`src/rtl/uart_pkg.sv`:
```
// rtl/uart_pkg.sv - shared constants, state encoding and helpers for the UART TX arbiter
package uart_pkg;

    localparam int BYTE_W = 8;
    localparam int TMO_W  = 16;

    typedef enum logic [2:0] {
        IDLE      = 3'd0,
        ARB       = 3'd1,
        LOAD      = 3'd2,
        START     = 3'd3,
        WAIT_BUSY = 3'd4,
        WAIT_DONE = 3'd5,
        GAP       = 3'd6
    } state_t;

    // Counters stick at all-ones instead of wrapping back to zero
    function automatic logic [TMO_W-1:0] sat_inc(input logic [TMO_W-1:0] v);
        return (v == {TMO_W{1'b1}}) ? v : v + 1'b1;
    endfunction

endpackage

```
`src/rtl/rr_arbiter.sv`:
```
// rtl/rr_arbiter.sv - combinational rotating-priority pick starting after last_grant
module rr_arbiter #(
    parameter int N  = 4,
    parameter int IW = $clog2(N)
) (
    input  logic [N-1:0]  req,
    input  logic [IW-1:0] last_grant,
    output logic [IW-1:0] winner,
    output logic          found
);

    // Scan last_grant+1 .. last_grant+N (mod N); the first asserted request wins
    always_comb begin
        winner = last_grant;
        found  = 1'b0;
        for (int k = 1; k <= N; k++) begin
            if (!found && req[(int'(last_grant) + k) % N]) begin
                found  = 1'b1;
                winner = IW'((int'(last_grant) + k) % N);
            end
        end
    end

endmodule

```
`src/rtl/uart_tx_arbiter.sv`:
```
// rtl/uart_tx_arbiter.sv - round-robin packet arbiter sequencing one shared UART TX core
module uart_tx_arbiter
    import uart_pkg::*;
#(
    parameter int N         = 4,
    parameter int GAP_TICKS = 16,
    parameter int TIMEOUT   = 1023
) (
    input  logic                    clk,
    input  logic                    rst,
    input  logic                    en,
    input  logic                    boud_in,
    input  logic [N-1:0]            req_valid,
    input  logic [BYTE_W*N-1:0]     req_data,
    input  logic [N-1:0]            req_last,
    output logic [N-1:0]            req_ready,
    output logic                    tx_start,
    output logic [BYTE_W-1:0]       tx_data,
    input  logic                    tx_busy,
    output logic                    grant_valid,
    output logic [$clog2(N)-1:0]    grant_id,
    output logic                    tx_err
);

    localparam int IW = $clog2(N);
    localparam logic [TMO_W-1:0] TMO_LIM = TMO_W'(TIMEOUT - 1);
    localparam logic [TMO_W-1:0] GAP_LIM = TMO_W'(GAP_TICKS - 1);

    state_t             state_q, state_d;
    logic [IW-1:0]      grant_id_q, grant_id_d;
    logic [IW-1:0]      last_grant_q, last_grant_d;
    logic               grant_valid_q, grant_valid_d;
    logic               lock_q, lock_d;
    logic [BYTE_W-1:0]  tx_data_q, tx_data_d;
    logic [TMO_W-1:0]   tmo_q, tmo_d;
    logic [TMO_W-1:0]   gap_q, gap_d;

    logic [IW-1:0]      arb_winner;
    logic               arb_found;
    logic               sel_valid;
    logic               sel_last;
    logic [BYTE_W-1:0]  sel_data;
    logic               gap_done;
    logic               tmo_hit;

    rr_arbiter #(
        .N  (N),
        .IW (IW)
    ) u_rr (
        .req        (req_valid),
        .last_grant (last_grant_q),
        .winner     (arb_winner),
        .found      (arb_found)
    );

    // Mux out the owning requester's valid/last/byte
    always_comb begin
        sel_valid = 1'b0;
        sel_last  = 1'b0;
        sel_data  = '0;
        for (int i = 0; i < N; i++) begin
            if (grant_id_q == IW'(i)) begin
                sel_valid = req_valid[i];
                sel_last  = req_last[i];
                sel_data  = req_data[BYTE_W*i +: BYTE_W];
            end
        end
    end

    // Gap ends on the GAP_TICKS-th baud tick, or immediately when no gap is configured
    always_comb begin
        gap_done = (GAP_TICKS == 0) || (boud_in && (gap_q >= GAP_LIM));
        tmo_hit  = (tmo_q >= TMO_LIM);
    end

    // State and datapath registers
    always_ff @(posedge clk) begin
        if (rst) begin
            state_q       <= IDLE;
            grant_id_q    <= '0;
            last_grant_q  <= IW'(N - 1);
            grant_valid_q <= 1'b0;
            lock_q        <= 1'b0;
            tx_data_q     <= '0;
            tmo_q         <= '0;
            gap_q         <= '0;
        end else begin
            state_q       <= state_d;
            grant_id_q    <= grant_id_d;
            last_grant_q  <= last_grant_d;
            grant_valid_q <= grant_valid_d;
            lock_q        <= lock_d;
            tx_data_q     <= tx_data_d;
            tmo_q         <= tmo_d;
            gap_q         <= gap_d;
        end
    end

    // Next-state and register update logic
    always_comb begin
        state_d       = state_q;
        grant_id_d    = grant_id_q;
        last_grant_d  = last_grant_q;
        grant_valid_d = grant_valid_q;
        lock_d        = lock_q;
        tx_data_d     = tx_data_q;
        tmo_d         = tmo_q;
        gap_d         = gap_q;
        case (state_q)
            IDLE: begin
                if (en && (|req_valid)) state_d = ARB;
            end
            ARB: begin
                tmo_d  = '0;
                lock_d = 1'b0;
                if (arb_found) begin
                    grant_id_d    = arb_winner;
                    last_grant_d  = arb_winner;
                    grant_valid_d = 1'b1;
                    state_d       = LOAD;
                end else begin
                    state_d = IDLE;
                end
            end
            LOAD: begin
                if (sel_valid) begin
                    tx_data_d = sel_data;
                    lock_d    = ~sel_last;
                    state_d   = START;
                end else if (tmo_hit) begin
                    lock_d        = 1'b0;
                    grant_valid_d = 1'b0;
                    state_d       = IDLE;
                end else begin
                    tmo_d = sat_inc(tmo_q);
                end
            end
            START: begin
                tmo_d   = '0;
                state_d = WAIT_BUSY;
            end
            WAIT_BUSY: begin
                if (tx_busy) begin
                    state_d = WAIT_DONE;
                end else if (tmo_hit) begin
                    lock_d        = 1'b0;
                    grant_valid_d = 1'b0;
                    state_d       = IDLE;
                end else begin
                    tmo_d = sat_inc(tmo_q);
                end
            end
            WAIT_DONE: begin
                if (!tx_busy) begin
                    gap_d   = '0;
                    state_d = GAP;
                end
            end
            GAP: begin
                if (gap_done) begin
                    gap_d = '0;
                    tmo_d = '0;
                    if (lock_q && en) begin
                        state_d = LOAD;
                    end else begin
                        lock_d        = 1'b0;
                        grant_valid_d = 1'b0;
                        state_d       = (en && (|req_valid)) ? ARB : IDLE;
                    end
                end else if (boud_in) begin
                    gap_d = sat_inc(gap_q);
                end
            end
            default: state_d = IDLE;
        endcase
    end

    // Combinational handshake outputs decoded from the current state
    always_comb begin
        req_ready = '0;
        tx_start  = 1'b0;
        tx_err    = 1'b0;
        if (state_q == LOAD && sel_valid) req_ready = N'(1) << grant_id_q;
        if (state_q == START) tx_start = 1'b1;
        if (((state_q == LOAD) && !sel_valid) || ((state_q == WAIT_BUSY) && !tx_busy))
            tx_err = tmo_hit;
    end

    assign tx_data     = tx_data_q;
    assign grant_valid = grant_valid_q;
    assign grant_id    = grant_id_q;

endmodule

```
`config.mk`:
```
export PLATFORM = sky130hd
export DESIGN_NAME = uart_tx_arbiter
export DESIGN_NICKNAME = d
export VERILOG_FILES = /design/src/rtl/uart_pkg.sv /design/src/rtl/rr_arbiter.sv /design/src/rtl/uart_tx_arbiter.sv
export SDC_FILE = /design/constraint.sdc
export NUM_CORES = 1
export LEC_CHECK = 0
export BUFFER_PORTS_ARGS = -buffer_cell sky130_fd_sc_hd__buf_4
export CAP_MARGIN = 20
export CORE_MARGIN = 1.5
export CORE_UTILIZATION = 50
export CTS_BUF_LIST = sky130_fd_sc_hd__clkbuf_4 sky130_fd_sc_hd__clkbuf_8
export CTS_CLUSTER_DIAMETER = 100
export DETAILED_ROUTE_END_ITERATION = 8
export PLACE_DENSITY_LB_ADDON = 0.25
export SYNTH_ARGS = -nofsm -noshare
export SYNTH_HDL_FRONTEND = slang
export SYNTH_SLANG_ARGS = --single-unit
```
`constraint.sdc`:
```
create_clock -name clk -period 2.1 [get_ports clk]
set_input_delay 0.21 -clock clk [delete_from_list [all_inputs] [get_ports clk]]
set_output_delay 0.21 -clock clk [all_outputs]
set_load 0.005 [all_outputs]
```
==> After elaboration in Yosys (flattened, before gate mapping) <==
Index checks and enable logic that the tools add are counted.
{ "op_classes": {"addsub": 6, "n_lt_le_gt_ge": 6, "n_eq_ne": 20, "n_shift": 1, "mux": 67, "bitwise": 5, "reduce_logical": 33} }
{ "op_table": {"columns": ["operator", "count"], "rows": [
  ["2-to-1 mux 16 bit", 9],
  ["case mux 16 bit (4 select lines)", 1],
  ["adder 16 x 1 -> 16 bit (second input constant)", 2],
  ["== test 16 bit (second input constant)", 2],
  ["2-to-1 mux 1 bit", 32],
  ["2-to-1 mux 8 bit", 4],
  ["case mux 16 bit (2 select lines)", 1],
  ["case mux 3 bit (7 select lines)", 1],
  ["2-to-1 mux 3 bit", 6],
  ["greater-or-equal comparator 16 x 10 -> 1 bit (second input constant)", 1],
  ["greater-or-equal comparator 16 x 4 -> 1 bit (second input constant)", 1],
  ["less-than comparator 3 x 4 -> 1 bit (second input constant)", 4],
  ["inequality test 2 bit (second input constant)", 7],
  ["2-to-1 mux 2 bit", 6],
  ["AND reduction 4 bit", 3],
  ["OR reduction 2 bit", 5],
  ["== test 3 bit (second input constant)", 3],
  ["logical AND 1 bit", 9],
  ["binary-select mux 1 bit (select 2 bit)", 4],
  ["case mux 1 bit (4 select lines)", 2],
  ["nonzero test 4 bit", 2],
  ["== test 3 x 2 -> 1 bit (second input constant)", 2],
  ["inequality test 3 bit (second input constant)", 2],
  ["AND reduction 6 bit", 1],
  ["17 further kinds", 28]
]} }
{ "totals": {"reg_bits": 49, "inputBits": 45, "out_inout_bits": 17, "elab_cells": 146} }

==> Depth between registers and ports, before layout <==
{ "logic_depth": {"depth_word": 18, "mapped_depth": 7, "ltp_nobuf": 6} }

==> Cells and area by module <==
A second synthesis with hierarchy kept.
{ "hier_totals": {"hier_cells": 332, "hier_area_um2": 2698.8} }
{ "modules_own_cells": {"columns": ["mod", "n_inst", "cells_per_inst", "area_per_inst_um2", "seq_area_each_um2"], "rows": [
  ["uart_tx_arbiter", 1, 318, 2616.3, 980.9],
  ["rr_arbiter", 1, 14, 82.6, 0.0]
]} }

==> Least setup slack after synthesis <==
No wires, ideal clock.
{ "synth_timing": {"path_type": "register -> register", "from": "register gap_q[5]", "to": "register tmo_q[10]", "setup_ps": 115, "arrival_time_ps": 2064, "required_time_ps": 1985, "path_slack_ps": -78, "stages_incl_launch_ff": 7, "path_buffers": 1, "synth_period_minus_slack_ps": 2178, "cell_sequence": "dfxtp_1 > or4_4 > or4_4 > o211ai_2 > buf_6 > a2111oi_0 > o21a_1"} }
{ "synth_via": {"elab_chain_len": 4} }
{ "synth_lines": {"columns": ["element", "line_no", "text"], "rows": [
  ["start: declaration", "uart_tx_arbiter.sv:36", "logic [TMO_W-1:0] gap_q, gap_d;"],
  ["start signal: assignment", "uart_tx_arbiter.sv:95", "gap_q <= gap_d;"],
  ["greater-or-equal comparator 16 x 4 -> 1 bit", "uart_tx_arbiter.sv:72", "gap_done = (GAP_TICKS == 0) || (boud_in && (gap_q >= GAP_LIM));"],
  ["logical AND 1 bit", "uart_tx_arbiter.sv:72", null],
  ["inequality test 2 bit (no source line)", null, null],
  ["AND reduction 4 bit (no source line)", null, null],
  ["end signal: assignment", "uart_tx_arbiter.sv:94", "tmo_q <= tmo_d;"],
  ["end: declaration", "uart_tx_arbiter.sv:35", "logic [TMO_W-1:0] tmo_q, tmo_d;"]
]} }
Every way passes these cells.
A chain may end at the register's enable or synchronous reset.

==> Final worst setup path <==
{ "layout_timing": {"from": "register gap_q[9]", "to": "register tmo_q[4]"} }
Same word-level chain as after synthesis.

==> flow_summary.yaml <==
status:
  outcome: "complete, but fails checks"
  violations: "negative setup slack"
die:
  die_x_um: 78.3
  die_area_sq_mm: 0.00613
  num_rows: 27
  pin_count: 62
  start_util_pct: 51.5
  core_sq_mm: 0.00551
  die_h_um: 78.3
clock_network:
  clock_latency_ns: 0.31
  tritoncts: "yes"
  cts.clk_slew.worst_paths_ns: 0.10
  root_buffer: "clkbuf_8"
  cts_max_level: 2
  numCtsBuffers: 5
  ctsHoldBuffers: 0
  clockBufferDepth: 2
  cts_sinks: 49
place:
  hpwlAfterDp_um: 5540
  gp_congestion: 0.857
  port_buffers: 61
drt:
  viasPerCell: 5.73
  wl_per_cell_um: 15.3
  drc: 0
  firstDrtPassIters: 4
  drtIter0Drc: 140
  num_vias: 2750
  final_antenna_net_count: 0
  wl_um: 7330
sta:
  fin_crit_sh_pct: 106
  finalSetupViolations: 19
  max_clock_freq_mhz: 450
  fin_skew_ns: 0.00931
  hold_viol: 0
  worst_slew_pin_slew_ns: 0.569
  slew_headroom_pct: 62.0
  setup_slack_ns: -0.121
  min_period_ns: 2.22
  hold_slack_ns: 0.181
  rsz0062_at_grt: "true"
  drv_slew: 0
logic_synthesis:
  synth_nets: 355
  syn_area_sq_mm: 0.00284
  synthCells: 307
  synth_edf_count: 0
  synth_seq_area_share_pct: 34.6
  async_flop_share_pct: 0
  syn_avg_cell_area_sq_um: 9.24
  synth_warnings: 0
  synth_cell_types: 62
  ys_ff_latch: 49
  synth_top_flop_cell: "dfxtp_1"
finish:
  utilization_pct: 69.8
  drive_gt1_share_pct: 38.5
  layout_common_cells: "105 x buf_4, 45 x dfxtp_1, 37 x nor2_1"
  nets: 455
  fillers: 455
  area_growth_pct: 35.6
  final_common_cell: "buf_4"
  diodes: 0
setup_path:
  r2r_cells: 7
  startpoint: "gap_q[9]$_SDFFE_PP0P_"
  rr_startpoint: "gap_q[9]$_SDFFE_PP0P_"
  cp.arrival_ns: 2.46
  critPathTopFamily: "simple AND/OR/NAND/NOR gates"
  cp-end-kind: "flip-flop"
  startpoint_type: "flip-flop"
  crit_fanout: 9
  crit_end: "tmo_q[4]$_SDFFE_PP0P_"
  r2r_slack_ns: -0.12
  crit_buf_inv: 2
  critPathKind: "flip-flop to flip-flop"
  cp_slowest_cell: "or4_4"
  cp_data_required_time_ns: 2.34
  cpPeakStageDelay_ns: 0.57
  crit_cells: 7
  regToRegEndpoint: "tmo_q[4]$_SDFFE_PP0P_"
  cp_cell_sequence: "or4_4 > or4_4 > buf_6 > o211ai_4 > buf_6 > nand3b_1 > mux2i_1"
worst_hold_path:
  holdCritPathClass: "primary input to flip-flop"
  hp-start: "tx_busy"
  hold_depth: 3
global_routing:
  grt_antenna_before_repair: 0
  grt_pass1_vias: 2579
  grt_util_all_layers_pct: 24.4
  grt_pass1_wl_um: 12000
  grt_max_degree: 25
  globalRoute.totalOverflow: 0
power_and_ir_drop:
  cellPowerDensity_mw_per_mm2: 598
  ir_drop_uv: 326
  leakagePower_uw: 0.00163
run:
  cap_violations: 0
==> stage by stage <==
| step | cell area, sq um | power (uW) | worst slack, ns | TNS [ns] | instances |
|---|---|---|---|---|---|
| detailed placement | 3630 | 1600 | -0.123 | -1.12 | 469 |
| CTS | 3810 | 2320 | -0.132 | -1.65 | 479 |
| global route | 3840 | 2420 | -0.188 | -4.32 | 480 |
| floorplan | 2840 | 1380 | -0.0308 | -0.0308 | 307 |
| global placement | 3630 | 1590 | -0.0631 | -0.510 | 469 |
| finish | 3840 | 2300 | -0.121 | -1.16 | 480 |
==> power breakdown <==
group | switching [uW] | leakage [uW] | internal, uW
combinational | 298 | 0.00117 | 322
clock | 322 | 0.0000588 | 371
sequential | 24.5 | 0.000398 | 962
total | 645 | 0.00163 | 1650
==> worst min path at each step <==
stage	endpoint	slack, ns
floorplan	state_q[0]$_SDFFE_PP0P_	0.36
global placement	tmo_q[10]$_SDFFE_PP0P_	0.46
detailed placement	tmo_q[13]$_SDFFE_PP0P_	0.47
CTS	state_q[0]$_SDFFE_PP0P_	0.17
global route	state_q[0]$_SDFFE_PP0P_	0.21
finish	state_q[0]$_SDFFE_PP0P_	0.18
==> layout make-up <==
class                   instances  area [sq um]  area share (%)
clock inverters                 2          38.8            1.01
repair buffers                111           856            22.3
flip-flops and latches         49           986            25.6
clock buffers                   6          76.3            1.99
inverters                       6          22.5           0.586
multi-input cells             234          1780            46.2
well taps                      72          90.1            2.34
==> sequential cells by signal, indices dropped and copies added (netlist names) <==
name,flops
last_grant_q,2
tx_data,8
gap_q,16
grant_id,2
tmo_q,16
grant_valid,1
state_q,3
lock_q,1
==> cells by family (layout without fill, tap and decap cells) <==
| family | after synthesis | in the layout | synth area share, % |
|---|---|---|---|
| adders and majority gates | 3 | 3 | 1.32 |
| xor gates and xnor gates | 6 | 6 | 1.85 |
| muxes | 26 | 26 | 13.6 |
| and+or+nand+nor | 133 | 133 | 26.1 |
| DFF | 49 | 49 | 34.6 |
| buffers and inverters | 24 | 125 | 4.50 |
| AOI/OAI and AO/OA | 66 | 66 | 18.0 |
==> metal layers <==
| layer | vias up | part of all wire (%) | track usage, % |
|---|---|---|---|
| met3 | 10 | 3.4 | 5.12 |
| met5 | - | 0 | 0 |
| met1 | 1326 | 45 | 31.1 |
| li1 | 1364 | - | - |
| met2 | 50 | 50 | 41.4 |
| met4 | 0 | 1.5 | 7.14 |
==> timing repair <==
| action | CTS | global route |
|---|---|---|
| buffers inserted | 2 | 1 |
| setup endpoints to repair | 18 | 37 |
| resized for setup | 13 | 5 |
| pin swaps | 5 | 4 |
| cloned | 0 | 0 |
==> cells in the mapped netlist (4+ instances only) <==
| cell type | instances | area share [%] |
|---|---|---|
| nand2b_1 | 5 | 1.1 |
| clkbuf_1 | 7 | 0.93 |
| and2_1 | 4 | 0.88 |
| nand3_1 | 12 | 2.1 |
| nand3b_1 | 7 | 1.9 |
| a211oi_1 | 7 | 1.9 |
| and4_1 | 4 | 1.2 |
| dfxtp_1 | 49 | 35 |
| o21ai_0 | 6 | 1.1 |
| nor2_1 | 37 | 4.9 |
| mux4_2 | 10 | 7.9 |
| buf_2 | 4 | 0.71 |
| a21oi_1 | 13 | 2.3 |
| and3_1 | 9 | 2.0 |
| a31oi_1 | 8 | 1.8 |
| nor3_1 | 5 | 0.88 |
| or4_1 | 4 | 1.1 |
| inv_1 | 6 | 0.79 |
| nor2b_1 | 5 | 1.1 |
| xor2_1 | 5 | 1.5 |
| mux2i_1 | 16 | 5.6 |
| nand2_1 | 21 | 2.8 |
==> worst reg2reg max path, stage by stage (launching register included) <==
cell      delay (ns)
dfxtp_1         0.32
or4_4           0.53
or4_4           0.57
buf_6           0.14
o211ai_4        0.19
buf_6           0.16
nand3b_1        0.09
mux2i_1         0.16
No activity file was read; power rests on OpenSTA's default activity.
